`src/rtl/alu_pkg.sv`:
```
// ---------------------------------------------------------------------------
// alu_pkg
//   Shared definitions for the two-requester ALU arbiter:
//     - default operand/result and shift-immediate widths
//     - opcode encodings for the shared add / shift-left unit
//     - FSM state encoding of the arbiter
//     - round-robin winner selection helper
// ---------------------------------------------------------------------------
package alu_pkg;

    // Default widths; the arbiter and ALU take them as parameter defaults.
    localparam int ALU_DATA_W = 8;
    localparam int ALU_IMM_W  = 3;

    // Opcode encoding carried on reqN_opcode.
    localparam logic OP_SHL = 1'b0;
    localparam logic OP_ADD = 1'b1;

    // Arbiter FSM: IDLE accepts, EXEC runs the ALU, RESP holds the result.
    typedef enum logic [1:0] {
        IDLE = 2'd0,
        EXEC = 2'd1,
        RESP = 2'd2
    } state_t;

    // Round-robin pick between two requesters.
    //   A lone valid request always wins. On a tie the requester that did
    //   not win last time is chosen, so neither side can be starved.
    function automatic logic pick_winner(
        input logic valid0,
        input logic valid1,
        input logic last_grant
    );
        logic winner;
        if (valid0 && valid1) begin
            winner = ~last_grant;
        end else begin
            winner = valid1;
        end
        return winner;
    endfunction

endpackage : alu_pkg

```
`src/rtl/alu_exec.sv`:
```
// ---------------------------------------------------------------------------
// alu_exec
//   Purely combinational add / shift-left unit shared by both requesters.
//   All state lives in the arbiter; this block only maps the captured
//   operation to a result.
//
// Ports
//   opcode  in   1        OP_ADD = a + b, OP_SHL = b << imm
//   a       in   DATA_W   add operand (ignored for shift)
//   b       in   DATA_W   add operand / shift source
//   imm     in   IMM_W    shift amount
//   result  out  DATA_W   add result mod 2^DATA_W, or zero-filled shift
// ---------------------------------------------------------------------------
module alu_exec
    import alu_pkg::*;
#(
    parameter int DATA_W = ALU_DATA_W,
    parameter int IMM_W  = ALU_IMM_W
) (
    input  logic              opcode,
    input  logic [DATA_W-1:0] a,
    input  logic [DATA_W-1:0] b,
    input  logic [IMM_W-1:0]  imm,
    output logic [DATA_W-1:0] result
);

    always_comb begin
        result = '0;
        if (opcode == OP_ADD) begin
            // Sum is truncated to DATA_W bits, so the carry is dropped.
            result = a + b;
        end else if (int'(imm) < DATA_W) begin
            // Shifts of DATA_W or more keep the default of zero; the
            // explicit guard keeps that true for any IMM_W/DATA_W pairing.
            result = b << imm;
        end
    end

endmodule : alu_exec

```
`src/rtl/alu_arbiter.sv`:
```
// ---------------------------------------------------------------------------
// alu_arbiter
//   Shares one alu_exec instance between two requesters. A round-robin
//   arbiter accepts one operation at a time, registers its operands, runs
//   it through the ALU and returns the result on a tagged response channel
//   that supports backpressure. Exactly one operation is in flight.
//
//   Handshakes: a transfer happens on a rising sysclk edge where valid and
//   ready are both high. reqN_ready is only raised in IDLE and only for the
//   arbitration winner, and it never depends on rsp_ready. rsp_valid, once
//   high, holds with rsp_id/rsp_data stable until rsp_ready is seen.
//
//   Timing: acceptance in cycle 0, EXEC in cycle 1, rsp_valid in cycle 2;
//   with rsp_ready high in cycle 2 the next request can be taken in cycle 3.
//
// Ports
//   sysclk        in   1       clock, rising edge
//   rst_n         in   1       asynchronous active-low reset
//   reqN_valid    in   1       requester N has an operation pending
//   reqN_ready    out  1       requester N's operation is accepted
//   reqN_opcode   in   1       1 = add, 0 = shift left
//   reqN_a        in   DATA_W  add operand a
//   reqN_b        in   DATA_W  add operand b / shift source
//   reqN_imm      in   IMM_W   shift amount
//   rsp_valid     out  1       result available
//   rsp_id        out  1       requester that issued the result
//   rsp_data      out  DATA_W  result
//   rsp_ready     in   1       consumer accepts the result
//   dbg_state     out  state_t current FSM state, for observation only
// ---------------------------------------------------------------------------
module alu_arbiter
    import alu_pkg::*;
#(
    parameter int DATA_W = ALU_DATA_W,
    parameter int IMM_W  = ALU_IMM_W
) (
    input  logic              sysclk,
    input  logic              rst_n,

    input  logic              req0_valid,
    output logic              req0_ready,
    input  logic              req0_opcode,
    input  logic [DATA_W-1:0] req0_a,
    input  logic [DATA_W-1:0] req0_b,
    input  logic [IMM_W-1:0]  req0_imm,

    input  logic              req1_valid,
    output logic              req1_ready,
    input  logic              req1_opcode,
    input  logic [DATA_W-1:0] req1_a,
    input  logic [DATA_W-1:0] req1_b,
    input  logic [IMM_W-1:0]  req1_imm,

    output logic              rsp_valid,
    output logic              rsp_id,
    output logic [DATA_W-1:0] rsp_data,
    input  logic              rsp_ready,

    output state_t            dbg_state
);

    // -----------------------------------------------------------------------
    // State and captured operation
    // -----------------------------------------------------------------------
    state_t            state;
    state_t            state_nxt;

    logic              last_grant;
    logic              cap_opcode;
    logic [DATA_W-1:0] cap_a;
    logic [DATA_W-1:0] cap_b;
    logic [IMM_W-1:0]  cap_imm;
    logic              cap_id;

    logic              win_id;
    logic              accept;
    logic              rsp_done;
    logic [DATA_W-1:0] alu_result;

    // -----------------------------------------------------------------------
    // Arbitration and next-state logic
    // -----------------------------------------------------------------------
    always_comb begin
        win_id     = pick_winner(req0_valid, req1_valid, last_grant);
        // rst_n is folded in so both readies read 0 for the whole time
        // reset is held, not just after the state register has cleared.
        accept     = rst_n && (state == IDLE) && (req0_valid || req1_valid);
        req0_ready = accept && !win_id;
        req1_ready = accept &&  win_id;
        rsp_done   = (state == RESP) && rsp_ready;

        state_nxt = state;
        unique case (state)
            IDLE: begin
                if (accept) begin
                    state_nxt = EXEC;
                end
            end
            EXEC: begin
                state_nxt = RESP;
            end
            RESP: begin
                if (rsp_done) begin
                    state_nxt = IDLE;
                end
            end
            default: begin
                state_nxt = IDLE;
            end
        endcase
    end

    always_ff @(posedge sysclk or negedge rst_n) begin
        if (!rst_n) begin
            state <= IDLE;
        end else begin
            state <= state_nxt;
        end
    end

    assign dbg_state = state;

    // -----------------------------------------------------------------------
    // Operand capture on the request handshake
    // -----------------------------------------------------------------------
    always_ff @(posedge sysclk or negedge rst_n) begin
        if (!rst_n) begin
            last_grant <= 1'b1;     // req0 wins the first tie
            cap_opcode <= OP_SHL;
            cap_a      <= '0;
            cap_b      <= '0;
            cap_imm    <= '0;
            cap_id     <= 1'b0;
        end else if (accept) begin
            last_grant <= win_id;
            cap_id     <= win_id;
            if (win_id) begin
                cap_opcode <= req1_opcode;
                cap_a      <= req1_a;
                cap_b      <= req1_b;
                cap_imm    <= req1_imm;
            end else begin
                cap_opcode <= req0_opcode;
                cap_a      <= req0_a;
                cap_b      <= req0_b;
                cap_imm    <= req0_imm;
            end
        end
    end

    // -----------------------------------------------------------------------
    // Shared ALU; it only ever sees registered operands.
    // -----------------------------------------------------------------------
    alu_exec #(
        .DATA_W (DATA_W),
        .IMM_W  (IMM_W)
    ) u_alu_exec (
        .opcode (cap_opcode),
        .a      (cap_a),
        .b      (cap_b),
        .imm    (cap_imm),
        .result (alu_result)
    );

    // -----------------------------------------------------------------------
    // Response register
    //   Loaded once, in EXEC, so the result is stable for the whole RESP
    //   stall. rsp_data is left untouched after the handshake.
    // -----------------------------------------------------------------------
    always_ff @(posedge sysclk or negedge rst_n) begin
        if (!rst_n) begin
            rsp_valid <= 1'b0;
            rsp_id    <= 1'b0;
            rsp_data  <= '0;
        end else if (state == EXEC) begin
            rsp_valid <= 1'b1;
            rsp_id    <= cap_id;
            rsp_data  <= alu_result;
        end else if (rsp_done) begin
            rsp_valid <= 1'b0;
        end
    end

endmodule : alu_arbiter

```
`config.mk`:
```
export PLATFORM = sky130hd
export DESIGN_NAME = alu_arbiter
export DESIGN_NICKNAME = d
export VERILOG_FILES = /design/src/rtl/alu_pkg.sv /design/src/rtl/alu_exec.sv /design/src/rtl/alu_arbiter.sv
export SDC_FILE = /design/constraint.sdc
export NUM_CORES = 1
export LEC_CHECK = 0
export CORE_UTILIZATION = 48
export DETAILED_ROUTE_END_ITERATION = 10
export PLACE_DENSITY = 0.83
export SYNTH_ARGS = -nofsm -noshare
export SYNTH_HDL_FRONTEND = slang
export SYNTH_SLANG_ARGS = --single-unit
```
`constraint.sdc`:
```
create_clock -name sysclk -period 2.1 [get_ports sysclk]
set_input_delay 0.315 -clock sysclk [delete_from_list [all_inputs] [get_ports sysclk]]
set_output_delay 0.315 -clock sysclk [all_outputs]
set_load 0.01 [all_outputs]
```
[Word-level counts from Yosys, hierarchy flattened]
Index checks and enable logic that the tools add are counted.
Storage, ports and cells
  register bits: 34
  output and inout port bits: 14
  bits of input ports: 45
Operators by class
  equal/unequal tests: 4
  bitwise operators: 1
  add/sub/neg operators: 1
  reduce and logical (&&, ||, !) cells: 11
  multiplexer cells: 11
  shift operators: 1
Operators by type and width (number)
  $mux 8: 3
  $add 8x8->8: 1
  $shl 8x3->8: 1
  $logic_and 1x1->1: 6
  $pmux 2 s3: 1
  $mux 1: 4
  $mux 2: 2
  $ne 2x2->1 const B: 2
  $mux 3: 1
  $eq 2x1->1 const B: 1
  $eq 2x2->1 const B: 1
  $logic_not 2->1: 1
  $reduce_and 2->1: 1
  $reduce_bool 2->1: 1
  $logic_not 1->1: 1
  $logic_or 1x1->1: 1
  $not 1->1: 1

[Depth between registers and ports, before layout]
  word-level depth: 5
  mapped depth: 8
  mapped depth without buffers: 8

[Modules after synthesis]
Synthesis repeated with hierarchy kept, for this count alone.
Second synthesis, totals
  cell total of the unflattened synthesis: 217
  area total of the unflattened synthesis: 2225.9 um2
By module, submodules not included
  alu_arbiter: seq. area each 852.1 um2, area an instance 1529.0 um2, cells each 131, times used 1
  alu_exec: seq. area each 0.0 um2, area an instance 696.9 um2, cells each 86, times used 1

[Least setup slack after synthesis]
Ideal clock, no wire load.
  kind: register to register
  start point: register cap_b[0]
  end point: register rsp_data[6]
  setup slack: 279 ps
  buffers on the path: 0
  data arrival time: 1735 ps
  cell stages (with the launch flop): 9
  library setup time: 87 ps
  path through: dfrtp_1 ha_1 inv_1 fa_1 nand2b_1 a21oi_1 o22ai_1 xor2_1 o211ai_1
On the way
  cells in the longest elaborated chain, start to end: 2
RTL lines
  from (decl): line alu_arbiter.sv:71  | logic [DATA_W-1:0] cap_b;
  from (signal assigned): line alu_arbiter.sv:140  | cap_b <= req1_b;
  from (signal assigned): line alu_arbiter.sv:145  | cap_b <= req0_b;
  $add 8x8->8 / $shl 8x3->8 (equally long branches): line alu_exec.sv:31, alu_exec.sv:35
  $mux 8 *: line alu_exec.sv:29  | if (opcode == OP_ADD) begin
  to (signal assigned): line alu_arbiter.sv:178  | rsp_data <= alu_result;
  to (decl): line alu_arbiter.sv:56  | output logic [DATA_W-1:0] rsp_data,
Every way passes the cells marked *; elsewhere a longest branch is shown, timed or not.
A chain may end at the register's enable or synchronous reset.

[Final worst setup path]
  start point: register cap_a[0]
  end point: register rsp_data[6]
On the way
  cells in the longest elaborated chain, start to end: 2
RTL lines
  from (decl): line alu_arbiter.sv:70  | logic [DATA_W-1:0] cap_a;
  from (signal assigned): line alu_arbiter.sv:139  | cap_a <= req1_a;
  from (signal assigned): line alu_arbiter.sv:144  | cap_a <= req0_a;
  $add 8x8->8: line alu_exec.sv:31  | result = a + b;
  $mux 8: line alu_exec.sv:29
Every way passes these cells.

==> impl_metrics.json <==
{
  "status": "completed",
  "clk_pin_slew_worst_paths_ps": 70,
  "io_pins": 59,
  "cp_num_buf_inv": 1,
  "yosysWarnings": 0,
  "rsz0062_at_grt": "false",
  "ys_top_cells_by_count": "dfrtp_1 (33), nand2_1 (32), mux2i_1 (26), o21ai_0 (26), nor2_1 (10)",
  "cts_buffers": 5,
  "cts_setup_buffers": 0,
  "syn-cell-area_sq_um": 2060,
  "grt_pass1_wl_mm": 7.80,
  "hpwlAfterDp_mm": 3.48,
  "p_leak_nw": 1.25,
  "finalPower_mw": 3.48,
  "dp_slack_ps": 18.7,
  "detail-route-antenna-nets": 0,
  "cp-start-kind": "flip-flop",
  "cts_root_buffer": "clkbuf_8",
  "finish.net_count": 322,
  "hold_class": "flip-flop to flip-flop",
  "crit_type": "flip-flop to flip-flop",
  "worst_slew_pin_slew_ps": 472,
  "syn_nets": 262,
  "drv_cap": 0,
  "cp_max_fo": 3,
  "setup-tns-final_ps": 0,
  "ir_drop_v": 0.000497,
  "dr_total_vias": 1725,
  "period_needed_ps": 1940,
  "synth.area.top_cells": "dfrtp_1 (40%), mux2i_1 (13%), o21ai_0 (6.3%), nand2_1 (5.8%), ha_1 (4.2%)",
  "critPathArrivalTime_ps": 2150,
  "worst_slack_ps": 164,
  "yosys.area.top_type": "dfrtp_1",
  "synth.distinct_cells": 41,
  "gp_congestion": 0.857,
  "first_iter_violations": 92,
  "path_delay_family": "adder cells",
  "timing_hold_violations_final": 0,
  "drt_first_pass_iters": 4,
  "max_freq_mhz": 517,
  "grt_pass1_vias": 1642,
  "num_antenna_cells": 0,
  "cts_hold_buf": 0,
  "cts_tree": "built",
  "setup_viol": 0,
  "coreArea_sq_um": 4060,
  "cp_slowest_stage_delay_ps": 390,
  "rows": 23,
  "synth_top_cell_area_share": 0.400,
  "die-area_sq_um": 4560,
  "drt-vias-per-instance": 5.39,
  "clockBufferDepth": 2,
  "async_flop_share": 1.00,
  "grt_usage": 0.235,
  "port_buffers": 58,
  "ys.flop_type": "dfrtp_1",
  "slew_viol_final": 0,
  "yosysMostFrequentCell": "dfrtp_1",
  "ys_seq_area_frac": 0.413,
  "fillers": 350,
  "drcViolationCount": 0,
  "drt-total-wl_mm": 4.55,
  "synth_edf_count": 0,
  "drive_gt1_frac": 0.0852,
  "grt_max_degree": 44,
  "ys_ff_latch": 34,
  "clock_latency_ps": 290,
  "worst_setup_path_end_kind": "flip-flop",
  "areaGrowthSynthToFinish_pct": 35.2,
  "ctsResizeCount": 2,
  "synthCells": 209,
  "critPathSlowestCell": "fa_1",
  "finalCritPeriodShare": 0.922,
  "die_x_um": 67.6,
  "cp_data_required_time_ps": 2310,
  "post_dp_cell_area_sq_um": 2690,
  "initial_core_util": 0.508,
  "fp.dieH_um": 67.6,
  "path_cells": "ha_1 > inv_1 > fa_1 > nand2b_1 > a21oi_1 > o22ai_1 > xor2_1 > o211ai_1",
  "overflow": 0,
  "post_drt_wl_per_cell_um": 14.2,
  "max_slew_margin": 0.685,
  "antenna_found_initial": 0,
  "final.setup_skew_ps": 5.91,
  "syn_area_per_cell_sq_um": 9.87,
  "finalInstanceArea_sq_um": 2790,
  "h-tree-depth": 2,
  "postLayoutCoreUtil": 0.687,
  "p_per_area_nw_per_um2": 1250,
  "clock_sinks": 34
}
==> through the flow <==
stage          hold WS (ps)  cells
2_1_floorplan          19.4    209
3_3_place_gp            456    312
3_5_place_dp            469    312
4_1_cts                 486    320
5_1_grt                 494    320
6_report                483    320
==> cell type report <==
cell class                      count  area (sq um)  share of cell area
Clock buffer                        8          80.1              0.0287
Inverter                            6          22.5             0.00808
Multi-Input combinational cell    157          1130               0.406
Sequential cell                    34           853               0.306
Tap cell                           50          62.6              0.0224
Timing Repair Buffer               65           638               0.229
==> final timing paths <==
path                                      startpoint                       to  slack [ps]  cells after the start
worst min register to register    cap_id$_DFFE_PN0P_       cap_id$_DFFE_PN0P_         480                      1
worst max-delay path            cap_a[0]$_DFFE_PN0P_  rsp_data[6]$_DFFE_PN0P_         160                      8
worst max register to register  cap_a[0]$_DFFE_PN0P_  rsp_data[6]$_DFFE_PN0P_         160                      8
min in group asynchronous                      rst_n   cap_imm[1]$_DFFE_PN0P_         490                      2
max in group asynchronous                      rst_n   last_grant$_DFFE_PN1P_        1280                      2
worst min-delay path              cap_id$_DFFE_PN0P_       cap_id$_DFFE_PN0P_         480                      1
==> routing by layer <==
layer  GRT usage  routed length, um  up-vias
li1            -                  -      871
met1       0.307               2100      790
met2       0.359               2140       57
met3      0.0709                214        7
met4      0.0957                103        0
met5           0                  0        -
==> cells in the final DEF, fill, tap and decap left out, types with 2 or more instances in the layout <==
cell type	n
nor2b_1	3
dlymetal6s2s_1	2
mux4_1	2
buf_4	7
o22ai_1	3
inv_1	6
dfrtp_1	32
mux4_2	3
o21ai_1	2
ha_1	7
o21ai_0	26
xnor2_1	3
a21oi_1	7
mux2i_1	26
a221oi_1	2
clkbuf_8	5
nor3_1	3
or3_1	2
clkdlybuf4s50_1	56
o211ai_1	2
nand2b_1	3
o21bai_1	2
nand2_1	32
nor2_1	9
a21o_1	3
nand3_1	2
clkbuf_1	3
==> power breakdown <==
| part | switching, mW | internal, mW | total [mW] |
|---|---|---|---|
| logic | 0.807 | 0.935 | 1.74 |
| clock network | 0.234 | 0.235 | 0.470 |
| registers | 0.327 | 0.937 | 1.26 |
| total | 1.37 | 2.11 | 3.48 |
==> sequential cells by signal (all words and copies together), names as in the netlist <==
| name | cells |
|---|---|
| dbg_state | 2 |
| cap_a | 8 |
| rsp_data | 8 |
| cap_opcode | 1 |
| rsp_valid | 1 |
| last_grant | 1 |
| rsp_id | 1 |
| cap_b | 8 |
| cap_imm | 3 |
| cap_id | 1 |
==> logic make-up after synthesis <==
group / count (synthesis) / share of synthesized area
AND/OR/NAND/NOR: 59 / 0.127
AO/OA/AOI/OAI: 55 / 0.162
flip-flops: 34 / 0.413
multiplexers: 31 / 0.184
buffers and inverters: 18 / 0.0449
adder cells (fa/ha/maj): 8 / 0.0522
XOR/XNOR: 4 / 0.0170
Note: power is estimated with default switching activity, not from simulation.
